### src/rtl/power_series_eval.sv
// power_series_eval: sequential float32 power-series evaluator.
// Captures a table of x^0..x^30 and accumulates c_k * x^k one term per cycle,
// strictly in ascending k, using a single multiplier and a single adder.
// Optional feature macro: SERIES_TERM_LIMIT_EN (adds the n_terms input that
// limits the number of evaluated terms per run).
// The shared float32 multiply and adder cores live in this file as well.

module multiply (
  input  logic [31:0] inputA,
  input  logic [31:0] inputB,
  output logic [31:0] out
);
  logic               sign;
  logic [7:0]         ea, eb;
  logic [22:0]        fa, fb;
  logic               a_zero, b_zero, a_inf, b_inf, a_nan, b_nan;
  logic [47:0]        prod;
  logic [23:0]        mant;
  logic               guard, sticky, round_up;
  logic [24:0]        rounded;
  logic signed [10:0] expo;

  // Round-to-nearest-even product; subnormal inputs count as zero and
  // underflowing results flush to signed zero.
  always_comb begin
    ea       = inputA[30:23];
    eb       = inputB[30:23];
    fa       = inputA[22:0];
    fb       = inputB[22:0];
    sign     = inputA[31] ^ inputB[31];
    a_zero   = (ea == 8'h00);
    b_zero   = (eb == 8'h00);
    a_inf    = (ea == 8'hFF) && (fa == 23'h0);
    b_inf    = (eb == 8'hFF) && (fb == 23'h0);
    a_nan    = (ea == 8'hFF) && (fa != 23'h0);
    b_nan    = (eb == 8'hFF) && (fb != 23'h0);
    prod     = 48'({1'b1, fa}) * 48'({1'b1, fb});
    expo     = $signed({3'b000, ea}) + $signed({3'b000, eb}) - 11'sd127;
    mant     = prod[46:23];
    guard    = prod[22];
    sticky   = |prod[21:0];
    if (prod[47]) begin
      mant   = prod[47:24];
      guard  = prod[23];
      sticky = |prod[22:0];
      expo   = expo + 11'sd1;
    end
    round_up = guard & (sticky | mant[0]);
    rounded  = {1'b0, mant} + {24'h0, round_up};
    if (rounded[24]) begin
      rounded = rounded >> 1;
      expo    = expo + 11'sd1;
    end
    if (a_nan || b_nan || (a_inf && b_zero) || (b_inf && a_zero)) begin
      out = 32'h7FC00000;
    end else if (a_inf || b_inf) begin
      out = {sign, 8'hFF, 23'h0};
    end else if (a_zero || b_zero) begin
      out = {sign, 31'h0};
    end else if (expo >= 11'sd255) begin
      out = {sign, 8'hFF, 23'h0};
    end else if (expo <= 11'sd0) begin
      out = {sign, 31'h0};
    end else begin
      out = {sign, expo[7:0], rounded[22:0]};
    end
  end
endmodule

module adder (
  input  logic [31:0] inputA,
  input  logic [31:0] inputB,
  output logic [31:0] out
);
  logic               sa, sb, big_s, small_s;
  logic [7:0]         ea, eb, big_e, small_e, shamt;
  logic [22:0]        fa, fb;
  logic               a_zero, b_zero, a_inf, b_inf, a_nan, b_nan;
  logic [26:0]        big_m, small_m, aligned, norm;
  logic [27:0]        sum;
  logic [4:0]         lz;
  logic               round_up;
  logic [24:0]        rounded;
  logic signed [10:0] expo;

  // Align the smaller operand with guard/round/sticky bits, add or subtract
  // magnitudes, renormalise and round to nearest even.
  always_comb begin
    sa      = inputA[31];
    sb      = inputB[31];
    ea      = inputA[30:23];
    eb      = inputB[30:23];
    fa      = inputA[22:0];
    fb      = inputB[22:0];
    a_zero  = (ea == 8'h00);
    b_zero  = (eb == 8'h00);
    a_inf   = (ea == 8'hFF) && (fa == 23'h0);
    b_inf   = (eb == 8'hFF) && (fb == 23'h0);
    a_nan   = (ea == 8'hFF) && (fa != 23'h0);
    b_nan   = (eb == 8'hFF) && (fb != 23'h0);
    big_s   = sa;
    big_e   = ea;
    big_m   = {1'b1, fa, 3'b000};
    small_s = sb;
    small_e = eb;
    small_m = {1'b1, fb, 3'b000};
    if ({ea, fa} < {eb, fb}) begin
      big_s   = sb;
      big_e   = eb;
      big_m   = {1'b1, fb, 3'b000};
      small_s = sa;
      small_e = ea;
      small_m = {1'b1, fa, 3'b000};
    end
    shamt = big_e - small_e;
    if (shamt > 8'd26) begin
      aligned = 27'd1;
    end else begin
      aligned    = small_m >> shamt;
      aligned[0] = aligned[0] | (|(small_m & ((27'd1 << shamt) - 27'd1)));
    end
    expo = $signed({3'b000, big_e});
    lz   = 5'd0;
    sum  = 28'h0;
    norm = 27'h0;
    if (big_s == small_s) begin
      sum  = {1'b0, big_m} + {1'b0, aligned};
      norm = sum[26:0];
      if (sum[27]) begin
        norm = {sum[27:2], sum[1] | sum[0]};
        expo = expo + 11'sd1;
      end
    end else begin
      sum = {1'b0, big_m} - {1'b0, aligned};
      for (int i = 0; i < 27; i++) begin
        if (sum[i]) lz = 5'(26 - i);
      end
      norm = sum[26:0] << lz;
      expo = expo - $signed({6'b000000, lz});
    end
    round_up = norm[2] & (norm[1] | norm[0] | norm[3]);
    rounded  = {1'b0, norm[26:3]} + {24'h0, round_up};
    if (rounded[24]) begin
      rounded = rounded >> 1;
      expo    = expo + 11'sd1;
    end
    if (a_nan || b_nan || (a_inf && b_inf && (sa != sb))) begin
      out = 32'h7FC00000;
    end else if (a_inf) begin
      out = inputA;
    end else if (b_inf) begin
      out = inputB;
    end else if (a_zero && b_zero) begin
      out = {sa & sb, 31'h0};
    end else if (a_zero) begin
      out = inputB;
    end else if (b_zero) begin
      out = inputA;
    end else if (norm == 27'h0) begin
      out = 32'h0;
    end else if (expo >= 11'sd255) begin
      out = {big_s, 8'hFF, 23'h0};
    end else if (expo <= 11'sd0) begin
      out = {big_s, 31'h0};
    end else begin
      out = {big_s, expo[7:0], rounded[22:0]};
    end
  end
endmodule

module power_series_eval #(
  parameter int N_TERMS = 31,
  parameter int IDX_W   = 5
) (
  input  logic              clk,
  input  logic              rst,
  input  logic              in_valid,
  output logic              in_ready,
  input  logic [30:0][31:0] power_table,
`ifdef SERIES_TERM_LIMIT_EN
  input  logic [IDX_W-1:0]  n_terms,
`endif
  output logic [IDX_W-1:0]  coeff_addr,
  input  logic [31:0]       coeff_data,
  output logic [31:0]       result,
  output logic              out_valid,
  input  logic              out_ready,
  output logic              busy
);
  localparam int CNT_W = IDX_W + 1;

  typedef enum logic [1:0] {IDLE, ACCUM, DONE} state_t;

  state_t            state, state_next;
  logic [30:0][31:0] table_q;
  logic [31:0]       acc, term, sum;
  logic [CNT_W-1:0]  limit, last_idx;
  logic              accept, finish, handoff;

  multiply u_multiply (
    .inputA (coeff_data),
    .inputB (table_q[coeff_addr]),
    .out    (term)
  );

  adder u_adder (
    .inputA (acc),
    .inputB (term),
    .out    (sum)
  );

`ifdef SERIES_TERM_LIMIT_EN
  // Latch the effective term count on accept so n_terms may change mid-run.
  always_ff @(posedge clk) begin
    if (rst) begin
      limit <= '0;
    end else if (accept) begin
      limit <= ({1'b0, n_terms} < CNT_W'(N_TERMS)) ? {1'b0, n_terms} : CNT_W'(N_TERMS);
    end
  end
`else
  assign limit = CNT_W'(N_TERMS);
`endif

  assign last_idx = limit - CNT_W'(1);

  // State register.
  always_ff @(posedge clk) begin
    if (rst) state <= IDLE;
    else     state <= state_next;
  end

  // Next-state and handshake decode; a zero-term run spends one idle ACCUM cycle.
  always_comb begin
    state_next = state;
    in_ready   = 1'b0;
    busy       = 1'b0;
    accept     = 1'b0;
    finish     = 1'b0;
    handoff    = 1'b0;
    case (state)
      IDLE: begin
        in_ready = 1'b1;
        if (in_valid) begin
          accept     = 1'b1;
          state_next = ACCUM;
        end
      end
      ACCUM: begin
        busy = 1'b1;
        if ((limit == '0) || ({1'b0, coeff_addr} == last_idx)) begin
          finish     = 1'b1;
          state_next = DONE;
        end
      end
      DONE: begin
        if (out_ready) begin
          handoff    = 1'b1;
          state_next = IDLE;
        end
      end
      default: state_next = IDLE;
    endcase
  end

  // Datapath: table capture, in-order accumulation and result hand-off.
  always_ff @(posedge clk) begin
    if (rst) begin
      table_q    <= '0;
      acc        <= '0;
      coeff_addr <= '0;
      result     <= '0;
      out_valid  <= 1'b0;
    end else begin
      if (accept) begin
        table_q    <= power_table;
        acc        <= '0;
        coeff_addr <= '0;
      end
      if ((state == ACCUM) && (limit != '0)) begin
        acc <= sum;
      end
      if (finish) begin
        result     <= (limit == '0) ? acc : sum;
        out_valid  <= 1'b1;
        coeff_addr <= '0;
      end else if (state == ACCUM) begin
        coeff_addr <= coeff_addr + IDX_W'(1);
      end
      if (handoff) begin
        out_valid <= 1'b0;
      end
    end
  end
endmodule

### config.mk
export PLATFORM = sky130hd
export DESIGN_NAME = power_series_eval
export DESIGN_NICKNAME = d
export VERILOG_FILES = /design/src/rtl/power_series_eval.sv
export SDC_FILE = /design/constraint.sdc
export NUM_CORES = 2
export LEC_CHECK = 0
export CELL_PAD_IN_SITES_DETAIL_PLACEMENT = 0
export CELL_PAD_IN_SITES_GLOBAL_PLACEMENT = 2
export CORE_UTILIZATION = 30
export CTS_CLUSTER_DIAMETER = 200
export CTS_CLUSTER_SIZE = 16
export DETAILED_ROUTE_END_ITERATION = 10
export PLACE_DENSITY_LB_ADDON = 0.1
export SLEW_MARGIN = 15
export SYNTH_ARGS = -nofsm -noshare
export SYNTH_HDL_FRONTEND = slang
export SYNTH_HIERARCHICAL = 1
export SYNTH_SLANG_ARGS = --single-unit
### constraint.sdc
create_clock -name clk -period 29.3 [get_ports clk]
set_input_delay 5.86 -clock clk [delete_from_list [all_inputs] [get_ports clk]]
set_output_delay 5.86 -clock clk [all_outputs]
set_load 0.02 [all_outputs]
# ---- Word-level counts from Yosys, hierarchy flattened
# Cells that the tools add are included.
dict set report word_totals {
  register_bits 1064
  latchBits 0
  mem_bits_rw 0
  rom_bits 0
  out_inout_bits 40
  memories 0
}
dict set report op_classes {
  add_sub_neg 14
  n_mul 1
  div 0
  order_cmp 7
  n_eq_ne 12
  n_shift 3
  mux 79
  n_bitwise 10
  n_reduce_logical 41
}
# op count
set ops {}
lappend ops {{32-bit two-way mux} 11}
lappend ops {{31-bit two-way mux} 6}
lappend ops {{32-bit binary-select mux with 5-bit select} 1}
lappend ops {{5-bit two-way mux} 30}
lappend ops {{23-bit logical NOT} 4}
lappend ops {{23-bit nonzero test} 4}
lappend ops {{27-bit two-way mux} 3}
lappend ops {{11-bit two-way mux} 5}
lappend ops {{26-bit two-way mux} 2}
lappend ops {{24-bit by 1-bit adder with 25-bit output} 2}
lappend ops {{24-bit by 24-bit multiplier with 48-bit output} 1}
lappend ops {{23-bit two-way mux} 2}
lappend ops {{11-bit by 2-bit adder with 11-bit output (second input constant)} 3}
lappend ops {{8-bit equality test (second input constant)} 4}
lappend ops {{8-bit logical NOT} 4}
lappend ops {{31-bit less-than comparator} 1}
lappend ops {{27-bit by 27-bit adder with 28-bit output} 1}
lappend ops {{27-bit AND} 1}
lappend ops {{27-bit logical NOT} 1}
lappend ops {{27-bit OR reduction} 1}
lappend ops {{1-bit by 8-bit left shift with 27-bit output (first input constant)} 1}
lappend ops {{27-bit by 5-bit left shift with 27-bit output} 1}
lappend ops {{27-bit by 8-bit >> shifter with 27-bit output} 1}
lappend ops {{27-bit by 1-bit subtractor with 27-bit output (second input constant)} 1}
lappend ops {{other kinds (33)} 76}

# ---- Depth between registers and ports, before layout
dict set report depth {
  depth_word 71
  mapped_depth 116
}

# ---- Cells and area by module
# Netlist, hierarchy kept.
# mod n_inst cells_each area_per_inst_um2 seq_area_each_um2
set modules_own_cells {}
lappend modules_own_cells {power_series_eval 1 5462 44744.2 21300.4}
lappend modules_own_cells {multiply 1 2733 22457.8 0.0}
lappend modules_own_cells {adder 1 1992 12811.0 0.0}

# ---- Least setup slack after synthesis
# OpenSTA, ideal clock, no wires.
dict set report synth_path {
  path_kind {input to register}
  startpoint {input port coeff_data[13]}
  endpoint {register acc[5]}
  setup_ns 0.132
  arrival_ns 28.416
  required_ns 29.168
  slack_ns 0.752
  cell_stages 103
  path_cell_list {clkbuf_1 nand2_1 fa_1 inv_1 fa_1 inv_1 fa_1 inv_1 fa_1 inv_1 fa_1 inv_1 fa_1 inv_1 fa_1 inv_1 ha_1 a21oi_1 [... 67 more ...] a211oi_1 a21o_1 and2_1 ha_1 o21ai_0 a31o_2 nor4_1 and3_1 clkbuf_1 nand4_1 nor2_1 mux2_2 o41a_1 buf_4 nand3_2 o22ai_1 nand2_1 a21oi_1}
}
dict set report synth_via {
  elab_chain_len 69
}
# element line_no
set synth_rtl {}
lappend synth_rtl {{start: declaration} 184} ;# input logic [31:0] coeff_data,
lappend synth_rtl {{24-bit by 24-bit multiplier with 48-bit output} 37} ;# prod = 48'({1'b1, fa}) * 48'({1'b1, fb});
lappend synth_rtl {{23-bit OR reduction / 22-bit OR reduction (equally long branches)} {45, 41}}
lappend synth_rtl {{1-bit two-way mux} 42} ;# if (prod[47]) begin
lappend synth_rtl {{1-bit bitwise OR} 48} ;# round_up = guard & (sticky | mant[0]);
lappend synth_rtl {{1-bit AND} 48}
lappend synth_rtl {{24-bit by 1-bit adder with 25-bit output} 49} ;# rounded = {1'b0, mant} + {24'h0, round_up};
lappend synth_rtl {{11-bit two-way mux} 50} ;# if (rounded[24]) begin
lappend synth_rtl {{11-bit by 1-bit less-or-equal comparator with 1-bit output} 62} ;# end else if (expo <= 11'sd0) begin
lappend synth_rtl {{[... 5 more ...]} -}
lappend synth_rtl {{net term[26]} 196} ;# logic [31:0] acc, term, sum;
lappend synth_rtl {{[... 49 more ...]} -}
lappend synth_rtl {{32-bit two-way mux} 157} ;# end else if (b_zero) begin
lappend synth_rtl {{32-bit two-way mux} 155} ;# end else if (a_zero) begin
lappend synth_rtl {{32-bit two-way mux} 153} ;# end else if (a_zero && b_zero) begin
lappend synth_rtl {{32-bit two-way mux} 151} ;# end else if (b_inf) begin
lappend synth_rtl {{32-bit two-way mux} 149} ;# end else if (a_inf) begin
lappend synth_rtl {{32-bit two-way mux (*)} 147} ;# if (a_nan || b_nan || (a_inf && b_inf && (sa != sb))) begin
lappend synth_rtl {{net sum[5]} 196}
lappend synth_rtl {{32-bit two-way mux (*)} 280} ;# if ((state == ACCUM) && (limit != '0)) begin
lappend synth_rtl {{end signal: assignment} 281} ;# acc <= sum;
lappend synth_rtl {{end: declaration} 196}
# The timed path passes the listed nets; every way through them passes the cells marked *. The select of a mux whose other input is x is not followed.
# A chain may end at the register's enable or synchronous reset.

# ---- Worst setup path in the final report
dict set report layout_path {
  startpoint {input port coeff_data[6]}
  endpoint {register result[5]}
}
dict set report layout_via {
  elab_chain_len 68
}
# element line_no
set layout_rtl {}
lappend layout_rtl {{24-bit by 24-bit multiplier with 48-bit output} 37}
lappend layout_rtl {{23-bit OR reduction / 22-bit OR reduction (equally long branches)} {45, 41}}
lappend layout_rtl {{1-bit two-way mux} 42}
lappend layout_rtl {{1-bit bitwise OR} 48}
lappend layout_rtl {{1-bit AND} 48}
lappend layout_rtl {{24-bit by 1-bit adder with 25-bit output} 49}
lappend layout_rtl {{11-bit two-way mux} 50}
lappend layout_rtl {{11-bit by 1-bit less-or-equal comparator with 1-bit output} 62}
lappend layout_rtl {{[... 5 more ...]} -}
lappend layout_rtl {{net term[26]} 196}
lappend layout_rtl {{[... 48 more ...]} -}
lappend layout_rtl {{32-bit two-way mux} 159} ;# end else if (norm == 27'h0) begin
lappend layout_rtl {{32-bit two-way mux} 157}
lappend layout_rtl {{32-bit two-way mux} 155}
lappend layout_rtl {{32-bit two-way mux} 153}
lappend layout_rtl {{32-bit two-way mux} 151}
lappend layout_rtl {{32-bit two-way mux} 149}
lappend layout_rtl {{32-bit two-way mux (*)} 147}
lappend layout_rtl {{net sum[5]} 196}
lappend layout_rtl {{end signal: assignment} 284} ;# result <= (limit == '0) ? acc : sum;
lappend layout_rtl {{end: declaration} 185} ;# output logic [31:0] result,
# Marked as above.

==> metrics.log <==
[metrics] library cells used by synthesis: approximately 130
[metrics] worst slack at placement: between 400 and 500 ps
[metrics] worst path arrival time: 28200 ps
[metrics] required time reported for the critical path endpoint: between 20000 and 30000 ps
[metrics] end-of-flow core utilization: between 30% and 40%
[metrics] number of buffers on the longest clock path: 3
[metrics] async set-or-reset flop fraction in the synthesized netlist: 0%
[metrics] clock insertion delay at the later pin of the skew report: ~770 ps
[metrics] setup slack after layout: ~1700 ps
[metrics] remaining global-route overflow: 0
[metrics] largest cells by area after synthesis: sky130_fd_sc_hd__dfxtp_1 (27%), sky130_fd_sc_hd__nand2_1 (13%), sky130_fd_sc_hd__fa_1 (12%)
[metrics] Slowest cell on crit path: sky130_fd_sc_hd__o311ai_0
[metrics] Die Wd: between 500 and 600 um
[metrics] final-report hold violation count: 0
[metrics] first-iteration detailed-routing DRC count: just under 7000
[metrics] H-tree depth reported by CTS: 3
[metrics] nets in the synthesized netlist: approximately 12000
[metrics] vias per inst: roughly 5.3
[metrics] most used flip-flop cell after synthesis: sky130_fd_sc_hd__dfxtp_1
[metrics] signed area change from the synthesized netlist to the final layout: 25.7%
[metrics] clock buffer count from CTS: just under 80
[metrics] net count of the finished layout: 13200
[metrics] Core ar.: roughly 270000 um^2
[metrics] Cell Area, Synth: 80000 um^2
[metrics] critical-path maximum fanout: 18
[metrics] number of placement rows: 189
[metrics] wire length per cell after detailed routing: roughly 30 um
[metrics] CTS tree: yes
[metrics] sequential area share after synthesis: between 20% and 30%
[metrics] FF-to-FF setup slack: around 3400 ps
[metrics] violated checks: design-rule violations
[metrics] Post-Route Setup TNS: 0 ps
[metrics] number of synthesized register bits: 1064
[metrics] Routed Antenna Nets: 0
[metrics] number of setup violations in the final report: 0
[metrics] total I/O pin count: between 1000 and 1500
[metrics] Worst Skew: between 40 and 50 ps
[metrics] via total after detailed routing: between 80000 and 90000
[metrics] clock-pin transition on the worst setup and hold timing paths: around 90 ps
[metrics] number of optimization iterations in the first detailed-route pass: 9
[metrics] gpl congestion: between 0.9 and 1
[metrics] Slew Limit Fails: 0
[metrics] post-layout instance count excluding filler cells: 15000
[metrics] fraction of final layout cells with drive strength greater than 1: roughly a tenth
[metrics] Starting Density: around 30%
[metrics] antenna violations before repair: 272
[metrics] slew at the pin closest to its max-slew limit: around 1200 ps
[metrics] RSZ-0062 raised after global routing: false
[metrics] count of clock tree sinks: roughly 1100
[metrics] hold buffers post-CTS: 0
[metrics] Slowest Stage Delay on Critical Path: slightly below 600 ps
[metrics] vias in the first global route: approximately 80000
[metrics] Clock Tree Root: sky130_fd_sc_hd__clkbuf_16
[metrics] total DRC errors in the routed layout: 48
[metrics] gate count after technology mapping: between 10000 and 15000
[metrics] global-route usage over all layers: around 32%
[metrics] hold crit path type: reg2reg
[metrics] critical path capture point type: flip-flop
[metrics] Fmax achieved: roughly 0.036 GHz
[metrics] clock period minus worst slack: about 28000 ps
[metrics] CP Launch Type: input pin
[metrics] half-perimeter wire length after placement: about 360 mm
[metrics] area share of the largest cell type after synthesis: a little over a quarter
[metrics] kind of critical path: in2reg
[metrics] Placed Instances: roughly 15000
[metrics] largest net degree at the start of global routing: roughly 190
[metrics] Final period util: between 90% and 100%
[metrics] Chip Height: 518 um
[metrics] final WL: between 400 and 500 mm
[metrics] wire length of the first global-routing pass: just over 600 mm
[metrics] max_slew headroom: between 10% and 20%
[metrics] Die ar.: ~270000 um^2
[metrics] biggest area consumer among synthesized cells: sky130_fd_sc_hd__dfxtp_1
[metrics] Post-synth EDFFs: 0
[metrics] Synth warnings: 6
[metrics] average instance area after synthesis: between 7 and 8 um^2
[metrics] number of I/O port buffers: between 1000 and 1500
[metrics] count of max-cap constraint violations: 0
[metrics] result of the run: finished with violations
## path summary, 6_finish.rpt
path,start,to,depth (start not counted)
max,coeff_data[6],result[5]$_SDFFE_PP0P_,82
min,table_q[328]$_SDFFE_PP0P_,table_q[328]$_SDFFE_PP0P_,2
max reg2reg,coeff_addr[2]$_SDFFE_PP0P_,result[5]$_SDFFE_PP0P_,89
min reg2reg,table_q[328]$_SDFFE_PP0P_,table_q[328]$_SDFFE_PP0P_,2
## synth_stat cells, drive strengths merged, types with 135 or more instances
cell type  number
mux2i         398
o21ai         188
and2          280
fa            485
nand2        2722
buf           254
clkbuf        480
a22oi         135
ha            283
nor2          311
a21oi        1319
inv           714
dfxtp        1064
## flip-flops by register name, summed over array words and instances (netlist names)
name / flops
acc: 32
coeff_addr: 5
out_valid: 1
result: 32
state: 2
table_q: 992
## stage by stage
step / hold WS (ps) / area [um^2]
after floorplan: 432 / 80000
after global placement: 441 / 98100
after detailed placement: 444 / 98100
after CTS: 454 / 100000
after global routing: 471 / 101000
final: 453 / 101000
## what timing repair did
| action | in CTS | in global routing |
|---|---|---|
| gates resized for setup | 0 | 22 |
| setup buffers | 0 | 3 |
| endpoints found under the setup margin | 0 | 64 |
## routing by layer
layer  wire length (um)  share of wire [%]  track usage, %  up-vias
met5                829               0.19               0        -
met4              19200                4.3            13.4      128
met3              26700                6.0            6.00      724
met2             217000                 49            55.4     2645
met1             179000                 40            38.9    39800
li1                   -                  -               -    36800
## cell families (layout without fill, tap and decap cells)
| group | count (synthesis) | count (layout) | synth area share, % |
|---|---|---|---|
| buf+inv | 1452 | 2632 | 7.52 |
| compound gates | 2269 | 2269 | 17.4 |
| simple gates | 3929 | 3929 | 21.3 |
| xor+xnor | 153 | 153 | 1.69 |
| mux | 552 | 553 | 8.84 |
| flops | 1064 | 1064 | 26.6 |
| other cells | 0 | 99 | 0 |
| fa+ha+maj | 768 | 768 | 16.6 |
## placed cells by master (no fill, tap or decap), types with 44 or more instances in the layout
cell type / instances
sky130_fd_sc_hd__nor3_1: 105
sky130_fd_sc_hd__nor4_1: 72
sky130_fd_sc_hd__mux2i_1: 397
sky130_fd_sc_hd__a21oi_1: 1316
sky130_fd_sc_hd__clkbuf_16: 78
sky130_fd_sc_hd__a22oi_1: 135
sky130_fd_sc_hd__clkdlybuf4s50_1: 1050
sky130_fd_sc_hd__xnor2_1: 108
sky130_fd_sc_hd__nand3_1: 123
sky130_fd_sc_hd__and2_1: 279
sky130_fd_sc_hd__nor2_1: 308
sky130_fd_sc_hd__nand4_1: 78
sky130_fd_sc_hd__o21ai_0: 167
sky130_fd_sc_hd__o22ai_1: 56
sky130_fd_sc_hd__fa_1: 485
sky130_fd_sc_hd__diode_2: 99
sky130_fd_sc_hd__o211ai_1: 52
sky130_fd_sc_hd__mux4_2: 119
sky130_fd_sc_hd__xor2_1: 44
sky130_fd_sc_hd__inv_1: 706
sky130_fd_sc_hd__ha_1: 282
sky130_fd_sc_hd__nand2_1: 2717
sky130_fd_sc_hd__dfxtp_1: 1059
sky130_fd_sc_hd__buf_4: 738
sky130_fd_sc_hd__a211oi_1: 62
## final cells by class
class / instances / area [um^2]
antenna: 99 / 248
clock buffer: 79 / 1960
clock inverter: 11 / 219
sequential: 1064 / 21300
fill: 27800 / 164000
tap: 3533 / 4420
inverter: 718 / 2700
multi-input combinational: 7672 / 53100
timing repair buffer: 1824 / 16600
## critical path, delay by kind of cell
kind	cells	cell delay, ps
fa+ha+maj	12	5400
xor+xnor	1	430
simple gates	28	7170
buf+inv	15	2790
compound gates	24	5790
mux	2	690
Power is left out: the tool's default activity adds up to more than one toggle a clock period on the data nets, which glitch-free logic cannot reach.
